===== config.mk =====
export PLATFORM = sky130hd
export DESIGN_NAME = lcd_bus_reader
export DESIGN_NICKNAME = d
export VERILOG_FILES = /design/src/rtl/lcd_bus_reader.sv
export SDC_FILE = /design/constraint.sdc
export NUM_CORES = 1
export LEC_CHECK = 0
export ABC_AREA = 1
export ABC_CLOCK_PERIOD_IN_PS = 1200
export BUFFER_PORTS_ARGS = -buffer_cell sky130_fd_sc_hd__buf_2
export CELL_PAD_IN_SITES_DETAIL_PLACEMENT = 2
export CELL_PAD_IN_SITES_GLOBAL_PLACEMENT = 2
export CORE_UTILIZATION = 21
export DETAILED_ROUTE_END_ITERATION = 10
export PLACE_DENSITY = 0.76
export SETUP_SLACK_MARGIN = 0.02
export SKIP_LAST_GASP = 1
export SYNTH_ARGS = -nofsm -noshare
export SYNTH_HDL_FRONTEND = slang
export SYNTH_SLANG_ARGS = --single-unit

===== constraint.sdc =====
create_clock -name i_clk -period 1.2 [get_ports i_clk]
set_input_delay 0.18 -clock i_clk [delete_from_list [all_inputs] [get_ports i_clk]]
set_output_delay 0.18 -clock i_clk [all_outputs]
set_load 0.02 [all_outputs]

===== src/rtl/lcd_bus_reader.sv =====
// lcd_bus_reader: HD44780 read-side engine (busy flag / address counter and
// DDRAM/CGRAM data reads) with optional busy-flag polling.
// Optional poll timeout is enabled by defining LCD_POLL_TIMEOUT_EN; the
// TIMEOUT_CYC parameter exists only in that build.
module lcd_bus_reader #(
  parameter int T_AS  = 1,
  parameter int T_PW  = 4,
  parameter int T_REC = 3
`ifdef LCD_POLL_TIMEOUT_EN
  ,
  parameter int TIMEOUT_CYC = 18215
`endif
) (
  input  logic       i_clk,
  input  logic       i_rst,
  input  logic       i_req,
  input  logic       i_rs,
  input  logic       i_poll,
  output logic       o_ready,
  output logic       o_valid,
  output logic [7:0] o_data,
  output logic       o_bf,
  output logic [6:0] o_ac,
  output logic       o_timeout,
  output logic       o_bus_own,
  input  logic [7:0] i_lcd_data,
  output logic       o_lcd_en,
  output logic       o_lcd_rw,
  output logic       o_lcd_rs
);

  typedef enum logic [2:0] {
    S_IDLE,
    S_SETUP,
    S_EN_HIGH,
    S_EN_LOW,
    S_DONE
  } state_t;

  localparam int PH_MAX = (T_AS > T_PW) ? ((T_AS > T_REC) ? T_AS : T_REC)
                                        : ((T_PW > T_REC) ? T_PW : T_REC);
  localparam int CW = (PH_MAX < 2) ? 1 : $clog2(PH_MAX);

  localparam logic [CW-1:0] AS_LD  = CW'(T_AS - 1);
  localparam logic [CW-1:0] PW_LD  = CW'(T_PW - 1);
  localparam logic [CW-1:0] REC_LD = CW'(T_REC - 1);

  state_t        state_q, state_d;
  logic [CW-1:0] cnt_q, cnt_d;
  logic          rs_q, rs_d;
  logic          poll_q, poll_d;
  logic [7:0]    data_q, data_d;

`ifdef LCD_POLL_TIMEOUT_EN
  localparam int TW = $clog2(TIMEOUT_CYC + 1);
  localparam logic [TW-1:0] T_LIMIT = TW'(TIMEOUT_CYC);

  logic [TW-1:0] tcnt_q, tcnt_d;
  logic          timeout_q, timeout_d;
`endif

  // Next-state, phase down-counter and sample/latch logic
  always_comb begin
    state_d = state_q;
    cnt_d   = cnt_q;
    rs_d    = rs_q;
    poll_d  = poll_q;
    data_d  = data_q;
`ifdef LCD_POLL_TIMEOUT_EN
    timeout_d = timeout_q;
    tcnt_d    = (tcnt_q == '1) ? tcnt_q : tcnt_q + 1'b1;
`endif
    unique case (state_q)
      S_IDLE: begin
        if (i_req) begin
          rs_d    = i_rs;
          poll_d  = i_poll & ~i_rs;
          cnt_d   = AS_LD;
          state_d = S_SETUP;
`ifdef LCD_POLL_TIMEOUT_EN
          timeout_d = 1'b0;
          tcnt_d    = '0;
`endif
        end
      end
      S_SETUP: begin
        if (cnt_q == '0) begin
          cnt_d   = PW_LD;
          state_d = S_EN_HIGH;
        end else begin
          cnt_d = cnt_q - 1'b1;
        end
      end
      S_EN_HIGH: begin
        if (cnt_q == '0) begin
          data_d  = i_lcd_data;
          cnt_d   = REC_LD;
          state_d = S_EN_LOW;
        end else begin
          cnt_d = cnt_q - 1'b1;
        end
      end
      S_EN_LOW: begin
        if (cnt_q == '0) begin
          if (poll_q && data_q[7]) begin
`ifdef LCD_POLL_TIMEOUT_EN
            // Limit is checked only here so an EN pulse is never cut short.
            if (tcnt_q >= T_LIMIT) begin
              timeout_d = 1'b1;
              state_d   = S_DONE;
            end else begin
              cnt_d   = AS_LD;
              state_d = S_SETUP;
            end
`else
            cnt_d   = AS_LD;
            state_d = S_SETUP;
`endif
          end else begin
            state_d = S_DONE;
          end
        end else begin
          cnt_d = cnt_q - 1'b1;
        end
      end
      S_DONE: begin
        state_d = S_IDLE;
      end
      default: begin
        state_d = S_IDLE;
      end
    endcase
  end

  // State and datapath registers, synchronous reset
  always_ff @(posedge i_clk) begin
    if (i_rst) begin
      state_q <= S_IDLE;
      cnt_q   <= '0;
      rs_q    <= 1'b0;
      poll_q  <= 1'b0;
      data_q  <= '0;
`ifdef LCD_POLL_TIMEOUT_EN
      tcnt_q    <= '0;
      timeout_q <= 1'b0;
`endif
    end else begin
      state_q <= state_d;
      cnt_q   <= cnt_d;
      rs_q    <= rs_d;
      poll_q  <= poll_d;
      data_q  <= data_d;
`ifdef LCD_POLL_TIMEOUT_EN
      tcnt_q    <= tcnt_d;
      timeout_q <= timeout_d;
`endif
    end
  end

  // Outputs decoded from registered state
  always_comb begin
    o_ready   = (state_q == S_IDLE);
    o_valid   = (state_q == S_DONE);
    o_bus_own = (state_q != S_IDLE);
    o_lcd_en  = (state_q == S_EN_HIGH);
    o_lcd_rw  = (state_q != S_IDLE);
    o_lcd_rs  = rs_q & (state_q != S_IDLE);
    o_data    = data_q;
    o_bf      = data_q[7];
    o_ac      = data_q[6:0];
`ifdef LCD_POLL_TIMEOUT_EN
    o_timeout = timeout_q;
`else
    o_timeout = 1'b0;
`endif
  end

endmodule


==> results.sh <==
export IMPL_dpl_worst_slack_ns=-0.0879
export IMPL_layout_common_cells="31 x buf_2, 19 x buf_4, 17 x nor2_1, 16 x nand2_1, 10 x dfxtp_1"
export IMPL_start_util_pct=22.5
export IMPL_ff_latch_area_um2=314
export IMPL_fin_area_um2=1420
export IMPL_yosys_area_top_type="dfxtp_1"
export IMPL_vias=991
export IMPL_path_cells="nor2_4, nand2_2, inv_2, nor2_4, buf_6"
export IMPL_cts_htree_levels=1
export IMPL_yosysWarnings=0
export IMPL_gp_congestion=0.762
export IMPL_max_freq_mhz=804
export IMPL_synth_seq_area_share_pct=35.7
export IMPL_grt_max_degree=12
export IMPL_r2r_start="cnt_q[1]$_SDFFE_PP0P_"
export IMPL_dieArea_um2=4270
export IMPL_criticalPathCategory="reg -> out"
export IMPL_p_sw_uw=1970
export IMPL_layout_commonest_cell="buf_2"
export IMPL_violations="setup timing"
export IMPL_cts_tree="built"
export IMPL_multi_input_area_um2=552
export IMPL_dp_hpwl_um=2210
export IMPL_fin_crit_sh_pct=104
export IMPL_maxCapViolCount=0
export IMPL_die_x_um=65.3
export IMPL_clock_latency_ns=0.25
export IMPL_yosys_area_top_type_share_pct=35.7
export IMPL_top_usage_layer="met2"
export IMPL_core_um2=3740
export IMPL_p_seq_share_pct=22.1
export IMPL_status="finished, violations left"
export IMPL_slowest_stage="dfxtp_4"
export IMPL_crit_path_max_incr_delay_ns=0.36
export IMPL_utilization_pct=37.9
export IMPL_antenna_diode_count=0
export IMPL_io_buffers=34
export IMPL_cp_startpoint="state_q[0]$_SDFFE_PP0P_"
export IMPL_cts_sinks=15
export IMPL_setup_viol=6
export IMPL_ys_ff_latch=15
export IMPL_slew_viol_final=0
export IMPL_met1_usage_pct=14.4
export IMPL_overflow=0
export IMPL_drc=0
export IMPL_ant_nets=0
export IMPL_avgSynthCellArea_um2=6.85
export IMPL_synthTopCellsByArea="dfxtp_1 36%, nor2_1 12%, nand2_1 9.8%"
export IMPL_placementRows=22
export IMPL_cts_root_buf="clkbuf_8"
export IMPL_grt_pass1_wl_um=4880
export IMPL_finalWirelength_um=3290
export IMPL_grt_usage_pct=15.5
export IMPL_cts_path_max_buffers=2
export IMPL_place_area_um2=1060
export IMPL_n_fill_cell=447
export IMPL_clkTransAtPathRegs_ns=0.06
export IMPL_worstPathRequired_ns=1.02
export IMPL_die_height_um=65.3
export IMPL_arrival_ns=1.06
export IMPL_syn_inst=123
export IMPL_synth_area_um2=842
export IMPL_setup_slack_ns=-0.0434
export IMPL_period_needed_ns=1.24
export IMPL_num_io_pins=36
export IMPL_p_int_uw=2080
export IMPL_syn2layout_area_growth_pct=68.6
export IMPL_antenna_found_initial=0
export IMPL_syn_num_nets=140
export IMPL_wl_per_cell_um=15.0
export IMPL_drtPass1Iterations=4
export IMPL_drive_above_1_share_pct=62.2
export IMPL_worstHoldPathType="in -> reg"
export IMPL_hp_start="i_rst"
export IMPL_grt_use_met2_pct=31.4
export IMPL_swShare_pct=48.7
export IMPL_first_global_vias=1052
export IMPL_cp_end_kind="output port"
export IMPL_tns_ns=-0.160
export IMPL_numCtsBuffers=3
export IMPL_gr_usage_met3_pct=3.82
export IMPL_ys_types=20
export IMPL_pwr_share_clk_pct=10.2
export IMPL_drtIter0Drc=9
export IMPL_power_density_nw_per_um2=2850
export IMPL_whs_ns=0.171
export IMPL_viasPerCell=4.50
export IMPL_worstSetupStartpointType="flip-flop"
export IMPL_crit_top_cell="nor2_4"
export IMPL_finalClockSkew_ns=0.00310
export IMPL_comb_power_share_pct=67.7
export IMPL_vdd_ir_drop_worst_v=0.000829
export IMPL_rsz0062_at_grt="yes"
export IMPL_final_hold_violation_count=0
export IMPL_worstPathMaxFanout=4
export IMPL_p_leak_uw=0.000683
export IMPL_nets=190
==> metal layers <==
layer	wire length (µm)	vias up
met5	0	-
met4	49	0
met3	166	6
met2	1920	37
met1	1160	481
li1	-	467
==> cells by family after synthesis <==
kind of cell	share of synthesized area [%]
other	0.445
and+or+nand+nor	31.6
adders and majority gates	5.94
AOI/OAI and AO/OA	9.66
DFF	35.7
buffers and inverters	16.6
==> flip-flops by register name (all words and copies together) (netlist names) <==
| register | count |
|---|---|
| rs_q | 1 |
| cnt_q | 2 |
| state_q | 3 |
| poll_q | 1 |
| o_data | 8 |
==> power groups by stage <==
stage	logic, µW	clock network (µW)	registers (µW)
6_report	2740	413	895
5_1_grt	2970	454	919
2_1_floorplan	1200	0	922
4_1_cts	2360	427	880
3_3_place_gp	1760	0	818
3_5_place_dp	1880	0	834
==> cells in the mapped netlist <==
master / instances
dfxtp_1: 15
ha_1: 4
nand3_1: 5
nor3_1: 1
nor3_2: 1
clkbuf_1: 1
a21oi_1: 5
inv_2: 3
o22ai_1: 1
nor2_1: 27
nor2_2: 2
nand2_4: 1
inv_1: 11
nand2_1: 22
nand3b_1: 1
clkinv_4: 1
nor2_4: 1
conb_1: 1
buf_4: 10
o21ai_0: 10
==> through the flow <==
stage,total power [µW],std cells
after floorplan,2120,123
after global placement,2580,202
after detailed placement,2710,202
after CTS,3670,216
after global routing,4340,220
final,4050,220
==> final timing paths <==
| path | to | slack, ns | depth (start not counted) |
|---|---|---|---|
| worst max-delay path | o_lcd_rs | -0.04 | 5 |
| worst min-delay path | state_q[1]$_SDFFE_PP0P_ | 0.17 | 2 |
| worst max register to register | state_q[1]$_SDFFE_PP0P_ | -0.03 | 7 |
| worst min register to register | rs_q$_SDFFE_PP0P_ | 0.48 | 2 |
==> area by class of cell <==
| cell class | count | share of cell area, % |
|---|---|---|
| Multi-Input combinational cell | 83 | 38.9 |
| Timing Repair Buffer | 55 | 26.2 |
| Sequential cell | 15 | 22.1 |
| Inverter | 15 | 5.37 |
| Tap cell | 48 | 4.23 |
| Clock buffer | 3 | 2.91 |
| Clock inverter | 1 | 0.352 |
==> critical path: cells and delay by family, from the launching register on <==
kind | cells | cell delay (ns)
DFF | 1 | 0.36
buffers and inverters | 2 | 0.21
and+or+nand+nor | 3 | 0.24
==> timing repair <==
item,CTS,global route
cloned,0,1
setup endpoints to repair,19,21
pin swaps,8,13
setup buffers,10,3
resized for setup,35,32
hold buffers,0,0
hold endpoints to repair,0,0
(Power assumes the default switching activity.)
